===== src/rtl/altr_hps_ifreg_scan_ctrl.sv =====
// Sequencer for a serial chain of scan-muxed interface registers.
// A request can start with one functional capture cycle, then shifts CHAIN_LEN bits.
// During the shift, the latched wdata goes into the head of the chain, and the old
// chain contents coming off the tail are collected into rdata.
module altr_hps_ifreg_scan_ctrl #(
    parameter int CHAIN_LEN = 16
) (
    input  logic                 clk,
    input  logic                 rst_n,
    input  logic                 req,
    input  logic                 capture,
    input  logic                 abort,
    input  logic [CHAIN_LEN-1:0] wdata,
    input  logic                 scan_out,
    output logic                 scanen,
    output logic                 scan_in,
    output logic                 busy,
    output logic                 done,
    output logic [CHAIN_LEN-1:0] rdata
);

    localparam int               CNT_W    = $clog2(CHAIN_LEN);
    localparam logic [CNT_W-1:0] LAST_CNT = CNT_W'(CHAIN_LEN - 1);

    typedef enum logic [1:0] {
        IDLE,
        CAPT,
        SHIFT,
        DONE
    } state_t;

    state_t               state;
    state_t               next_state;
    logic                 accept;
    logic [CNT_W-1:0]     cnt;
    logic [CNT_W-1:0]     cnt_next;
    logic [CHAIN_LEN-1:0] wdata_sh;
    logic [CHAIN_LEN-1:0] wdata_sh_next;
    logic [CHAIN_LEN-1:0] cap_sr;
    logic [CHAIN_LEN-1:0] cap_sr_next;
    logic                 scanen_d;
    logic                 scan_in_d;
    logic                 busy_d;
    logic                 done_d;

    // State register
    always_ff @(posedge clk or negedge rst_n) begin
        if (!rst_n) begin
            state <= IDLE;
        end else begin
            state <= next_state;
        end
    end

    // Next-state logic; abort always beats a simultaneous req, and req is only honoured in IDLE
    always_comb begin
        next_state = state;
        accept     = 1'b0;
        case (state)
            IDLE: begin
                if (req && !abort) begin
                    accept     = 1'b1;
                    next_state = capture ? CAPT : SHIFT;
                end
            end
            CAPT: begin
                next_state = abort ? IDLE : SHIFT;
            end
            SHIFT: begin
                if (abort) begin
                    next_state = IDLE;
                end else if (cnt == LAST_CNT) begin
                    next_state = DONE;
                end
            end
            DONE: begin
                next_state = IDLE;
            end
            default: begin
                next_state = IDLE;
            end
        endcase
    end

    // Next values for the shift counter, wdata shadow and tail capture register
    always_comb begin
        cnt_next      = cnt;
        wdata_sh_next = wdata_sh;
        cap_sr_next   = cap_sr;
        if (accept) begin
            cnt_next      = '0;
            wdata_sh_next = wdata;
        end else if ((state == SHIFT) && (next_state == SHIFT)) begin
            cnt_next = cnt + CNT_W'(1);
        end
        if (state == SHIFT) begin
            cap_sr_next[cnt] = scan_out;
        end
    end

    // Output decode from the upcoming state; registered so the chain sees clean, glitch-free controls
    always_comb begin
        scanen_d  = (next_state == SHIFT);
        busy_d    = (next_state == CAPT) || (next_state == SHIFT);
        done_d    = (next_state == DONE);
        scan_in_d = 1'b0;
        if (next_state == SHIFT) begin
            scan_in_d = wdata_sh_next[cnt_next];
        end
    end

    // Datapath and output registers; rdata picks up the final tail bit on the edge entering DONE
    always_ff @(posedge clk or negedge rst_n) begin
        if (!rst_n) begin
            cnt      <= '0;
            wdata_sh <= '0;
            cap_sr   <= '0;
            rdata    <= '0;
            scanen   <= 1'b0;
            scan_in  <= 1'b0;
            busy     <= 1'b0;
            done     <= 1'b0;
        end else begin
            cnt      <= cnt_next;
            wdata_sh <= wdata_sh_next;
            cap_sr   <= cap_sr_next;
            scanen   <= scanen_d;
            scan_in  <= scan_in_d;
            busy     <= busy_d;
            done     <= done_d;
            if ((state == SHIFT) && (next_state == DONE)) begin
                rdata <= cap_sr_next;
            end
        end
    end

endmodule


===== config.mk =====
export PLATFORM = sky130hd
export DESIGN_NAME = altr_hps_ifreg_scan_ctrl
export DESIGN_NICKNAME = d
export VERILOG_FILES = /design/src/rtl/altr_hps_ifreg_scan_ctrl.sv
export SDC_FILE = /design/constraint.sdc
export NUM_CORES = 1
export LEC_CHECK = 0
export ABC_CLOCK_PERIOD_IN_PS = 4000
export CELL_PAD_IN_SITES_DETAIL_PLACEMENT = 0
export CELL_PAD_IN_SITES_GLOBAL_PLACEMENT = 1
export CORE_MARGIN = 3
export CORE_UTILIZATION = 42
export DETAILED_ROUTE_END_ITERATION = 8
export PLACE_DENSITY = 0.88
export SYNTH_ARGS = -nofsm -noshare
export SYNTH_HDL_FRONTEND = slang
export SYNTH_SLANG_ARGS = --single-unit

===== constraint.sdc =====
create_clock -name clk -period 4 [get_ports clk]
set_clock_uncertainty 0.1 [all_clocks]
set_input_delay 1 -clock clk [delete_from_list [all_inputs] [get_ports clk]]
set_output_delay 1 -clock clk [all_outputs]
set_load 0.02 [all_outputs]

==> impl_metrics.env <==
export IMPL_avgSynthCellArea_um2=10.9
export IMPL_busiest_layer="met2"
export IMPL_p_int_w=0.00110
export IMPL_first_iter_violations=134
export IMPL_routedWlPerCell_um=13.9
export IMPL_multi_input_area_um2=1150
export IMPL_pre_cts_ws_ns=0.299
export IMPL_relSlewSlack_pct=53.4
export IMPL_cts_root_buf="clkbuf_8"
export IMPL_syn_inst=247
export IMPL_grtUsageTotal_pct=15.7
export IMPL_viasPerCell=5.03
export IMPL_drive_gt1_share_pct=20.5
export IMPL_p_switching_w=0.000411
export IMPL_ctsHoldBuffers=0
export IMPL_p_comb_share_pct=18.5
export IMPL_ys_warn_count=0
export IMPL_die_h_um=86.0
export IMPL_numCtsBuffers=9
export IMPL_ios=42
export IMPL_outcome="completed"
export IMPL_postCtsSetupRepairBufs=0
export IMPL_antenna_found_initial=0
export IMPL_max_slew_worst_pin_slew_ns=0.699
export IMPL_maxCapViolations=0
export IMPL_grt_pass1_wl_mm=9.01
export IMPL_cp_top_family="compound AO/OA/AOI/OAI gates"
export IMPL_num_vias=1871
export IMPL_post_route_drc_count=0
export IMPL_drt_pass1_iterations=4
export IMPL_critPathMaxFanout=8
export IMPL_hp_class="reg -> reg"
export IMPL_gp_congestion=0.808
export IMPL_clockPowerShare_pct=34.5
export IMPL_swShare_pct=27.2
export IMPL_synth_area_top_cells="dfrtp_1 (54%), mux2_2 (13%), nand2_1 (8.2%)"
export IMPL_cp_cell_sequence="clkdlybuf4s50_1 > a21o_1 > a21oi_1 > ha_1 > nor4bb_4 > a21o_4 > o21ai_0 > nand3_1 > nand4_1 > a2111oi_2"
export IMPL_cp_end_kind="flip-flop"
export IMPL_synth_edf_count=0
export IMPL_io_buffers=41
export IMPL_critical_path_max_stage_delay_ns=0.44
export IMPL_drv_slew=0
export IMPL_max_freq_mhz=295
export IMPL_syn_area_um2=2690
export IMPL_h_tree_depth=3
export IMPL_synth_fp_nets=275
export IMPL_seq_power_share_pct=47.0
export IMPL_setup_viol=0
export IMPL_clk_latency_ns=0.32
export IMPL_p_leak_nw=1.58
export IMPL_powerDensity_nw_per_um2=454
export IMPL_grt_pass1_vias=1926
export IMPL_min_from="wdata_sh[15]$_DFF_PN0_"
export IMPL_crit_type="in -> reg"
export IMPL_r2r_start="cnt[0]$_DFF_PN0_"
export IMPL_n_fill_cell=553
export IMPL_fin_nets=320
export IMPL_cts_resized_gates=0
export IMPL_initial_utilization_pct=44.3
export IMPL_ir_worst_vdd_mv=0.229
export IMPL_ys_seq_elements=58
export IMPL_cts_tree="built"
export IMPL_synthArstFlopShare_pct=100
export IMPL_die_area_um2=7400
export IMPL_clkSinkCount=58
export IMPL_ys_flop_type="dfrtp_1"
export IMPL_overflow=0
export IMPL_grt_setup_unrepaired="no"
export IMPL_grt_met3_usage_pct=2.98
export IMPL_dp_final_hpwl_mm=3.66
export IMPL_critPathLaunchType="input port"
export IMPL_cts_buffer_depth=2
export IMPL_crit_buf_inv=1
export IMPL_fin_ws_ns=0.613
export IMPL_grt_max_degree=38
export IMPL_ant_nets=0
export IMPL_setup_tns_final_ns=0
export IMPL_hold_viol_final=0
export IMPL_grt_use_met1_pct=22.1
export IMPL_yosys_area_top_type="dfrtp_1"
export IMPL_detail_route_wirelength_mm=5.17
export IMPL_finalCritPeriodShare_pct=84.7
export IMPL_core_um2=6060
export IMPL_cp_slowest_cell="clkdlybuf4s50_1"
export IMPL_row_count=28
export IMPL_synth_top_cell_area_share_pct=54.0
export IMPL_worstPathArrival_ns=3.51
export IMPL_seqCellArea_um2=1450
export IMPL_cp_required_ns=4.12
export IMPL_ys_seq_area_share_pct=54.0
export IMPL_diodes=0
export IMPL_cp_startpoint="abort"
export IMPL_synth_cell_types=35
export IMPL_fp_dieW_um=86.0
export IMPL_clkTransAtPathRegs_ns=0.06
export IMPL_syn2layout_area_growth_pct=24.2
export IMPL_grt_use_met2_pct=22.4
export IMPL_fin_crit_ns=3.39
==> layout make-up <==
type / instances / share of cell area [%]
Timing Repair Buffer: 43 / 12.6
Clock inverter: 1 / 0.150
Multi-Input combinational cell: 174 / 34.4
Inverter: 6 / 0.675
Clock buffer: 15 / 5.89
Tap cell: 75 / 2.81
Sequential cell: 58 / 43.5
==> metal layers <==
layer	vias to the layer above	share of wire (%)
met1	885	49
met2	50	45
met3	8	4.1
met4	0	1.9
met5	-	0
li1	928	-
==> cell usage in the layout, fill, tap and decap left out, drive strengths merged <==
cell type,instances
buf,3
or3,1
a31oi,2
xor2,1
clkbuf,15
inv,6
ha,6
nor2,18
clkinv,1
and2b,1
o21ai,8
nor4bb,1
xnor2,1
and2,1
nand2b,5
nand3,19
nor2b,1
mux2,32
nand4,1
o22ai,2
o21bai,1
a21oi,6
o22a,1
nor3,2
dfrtp,58
nand2,60
a21o,2
a2111oi,2
clkdlybuf4s50,40
==> cells by family after synthesis <==
family	count (synthesis)	synth area share, %
AOI/OAI and AO/OA	24	6.89
adders and majority gates	6	2.79
xor gates and xnor gates	2	0.931
buffers and inverters	15	3.31
DFF	58	54.0
muxes	32	13.4
and+or+nand+nor	110	18.7
==> cells in the mapped netlist, types with 2 or more instances <==
cell       number
dfrtp_1        58
clkbuf_1        3
nand2_1        59
a21oi_1         4
a31oi_1         2
buf_6           4
nand3_1        19
mux2_2         32
nand2b_1        5
inv_1           6
nor2_1         18
o21ai_0         7
buf_2           2
ha_1            6
a2111oi_2       2
==> worst paths after layout <==
| check | endpoint | slack, ns | cells after the start |
|---|---|---|---|
| min in group asynchronous | rdata[6]$_DFFE_PN0P_ | 0.53 | 1 |
| worst min register to register | wdata_sh[15]$_DFF_PN0_ | 0.37 | 2 |
| worst max-delay path | scan_in$_DFF_PN0_ | 0.61 | 10 |
| worst max register to register | scan_in$_DFF_PN0_ | 0.65 | 13 |
| worst min-delay path | wdata_sh[15]$_DFF_PN0_ | 0.37 | 2 |
| max in group asynchronous | wdata_sh[15]$_DFF_PN0_ | 2.44 | 2 |
==> state kept, by name, summed over array words and instances (netlist names) <==
register and count:
busy 1, cap_sr 16, cnt 4, done 1
rdata 16, scan_in 1, scanen 1, state 2
wdata_sh 16
==> through the flow <==
| stage | total power, W | hold WS (ns) | area, µm² | utilization, % | cells |
|---|---|---|---|---|---|
| after floorplan | 0.000900 | 0.339 | 2690 | - | 247 |
| after global placement | 0.000992 | 0.364 | 3140 | 51.7 | 356 |
| after detailed placement | 0.00100 | 0.357 | 3140 | 51.7 | 356 |
| after CTS | 0.00153 | 0.374 | 3340 | 55.1 | 372 |
| after global routing | 0.00159 | 0.390 | 3340 | 55.1 | 372 |
| final | 0.00151 | 0.371 | 3340 | 55.1 | 372 |
==> tightest hold or removal path: cells and delay by family (launching register included) <==
family / cells / cell delay [ns]
flip-flops: 1 / 0.34
AND/OR/NAND/NOR: 2 / 0.10
==> power groups by stage <==
stage / registers [W] / clock network (W) / logic, W
2_1_floorplan: 0.000725 / 0 / 0.000175
3_5_place_dp: 0.000722 / 0 / 0.000280
4_1_cts: 0.000712 / 0.000537 / 0.000282
6_report: 0.000711 / 0.000522 / 0.000281
3_3_place_gp: 0.000720 / 0 / 0.000272
5_1_grt: 0.000724 / 0.000559 / 0.000312
No activity file was read; power rests on OpenSTA's default activity.
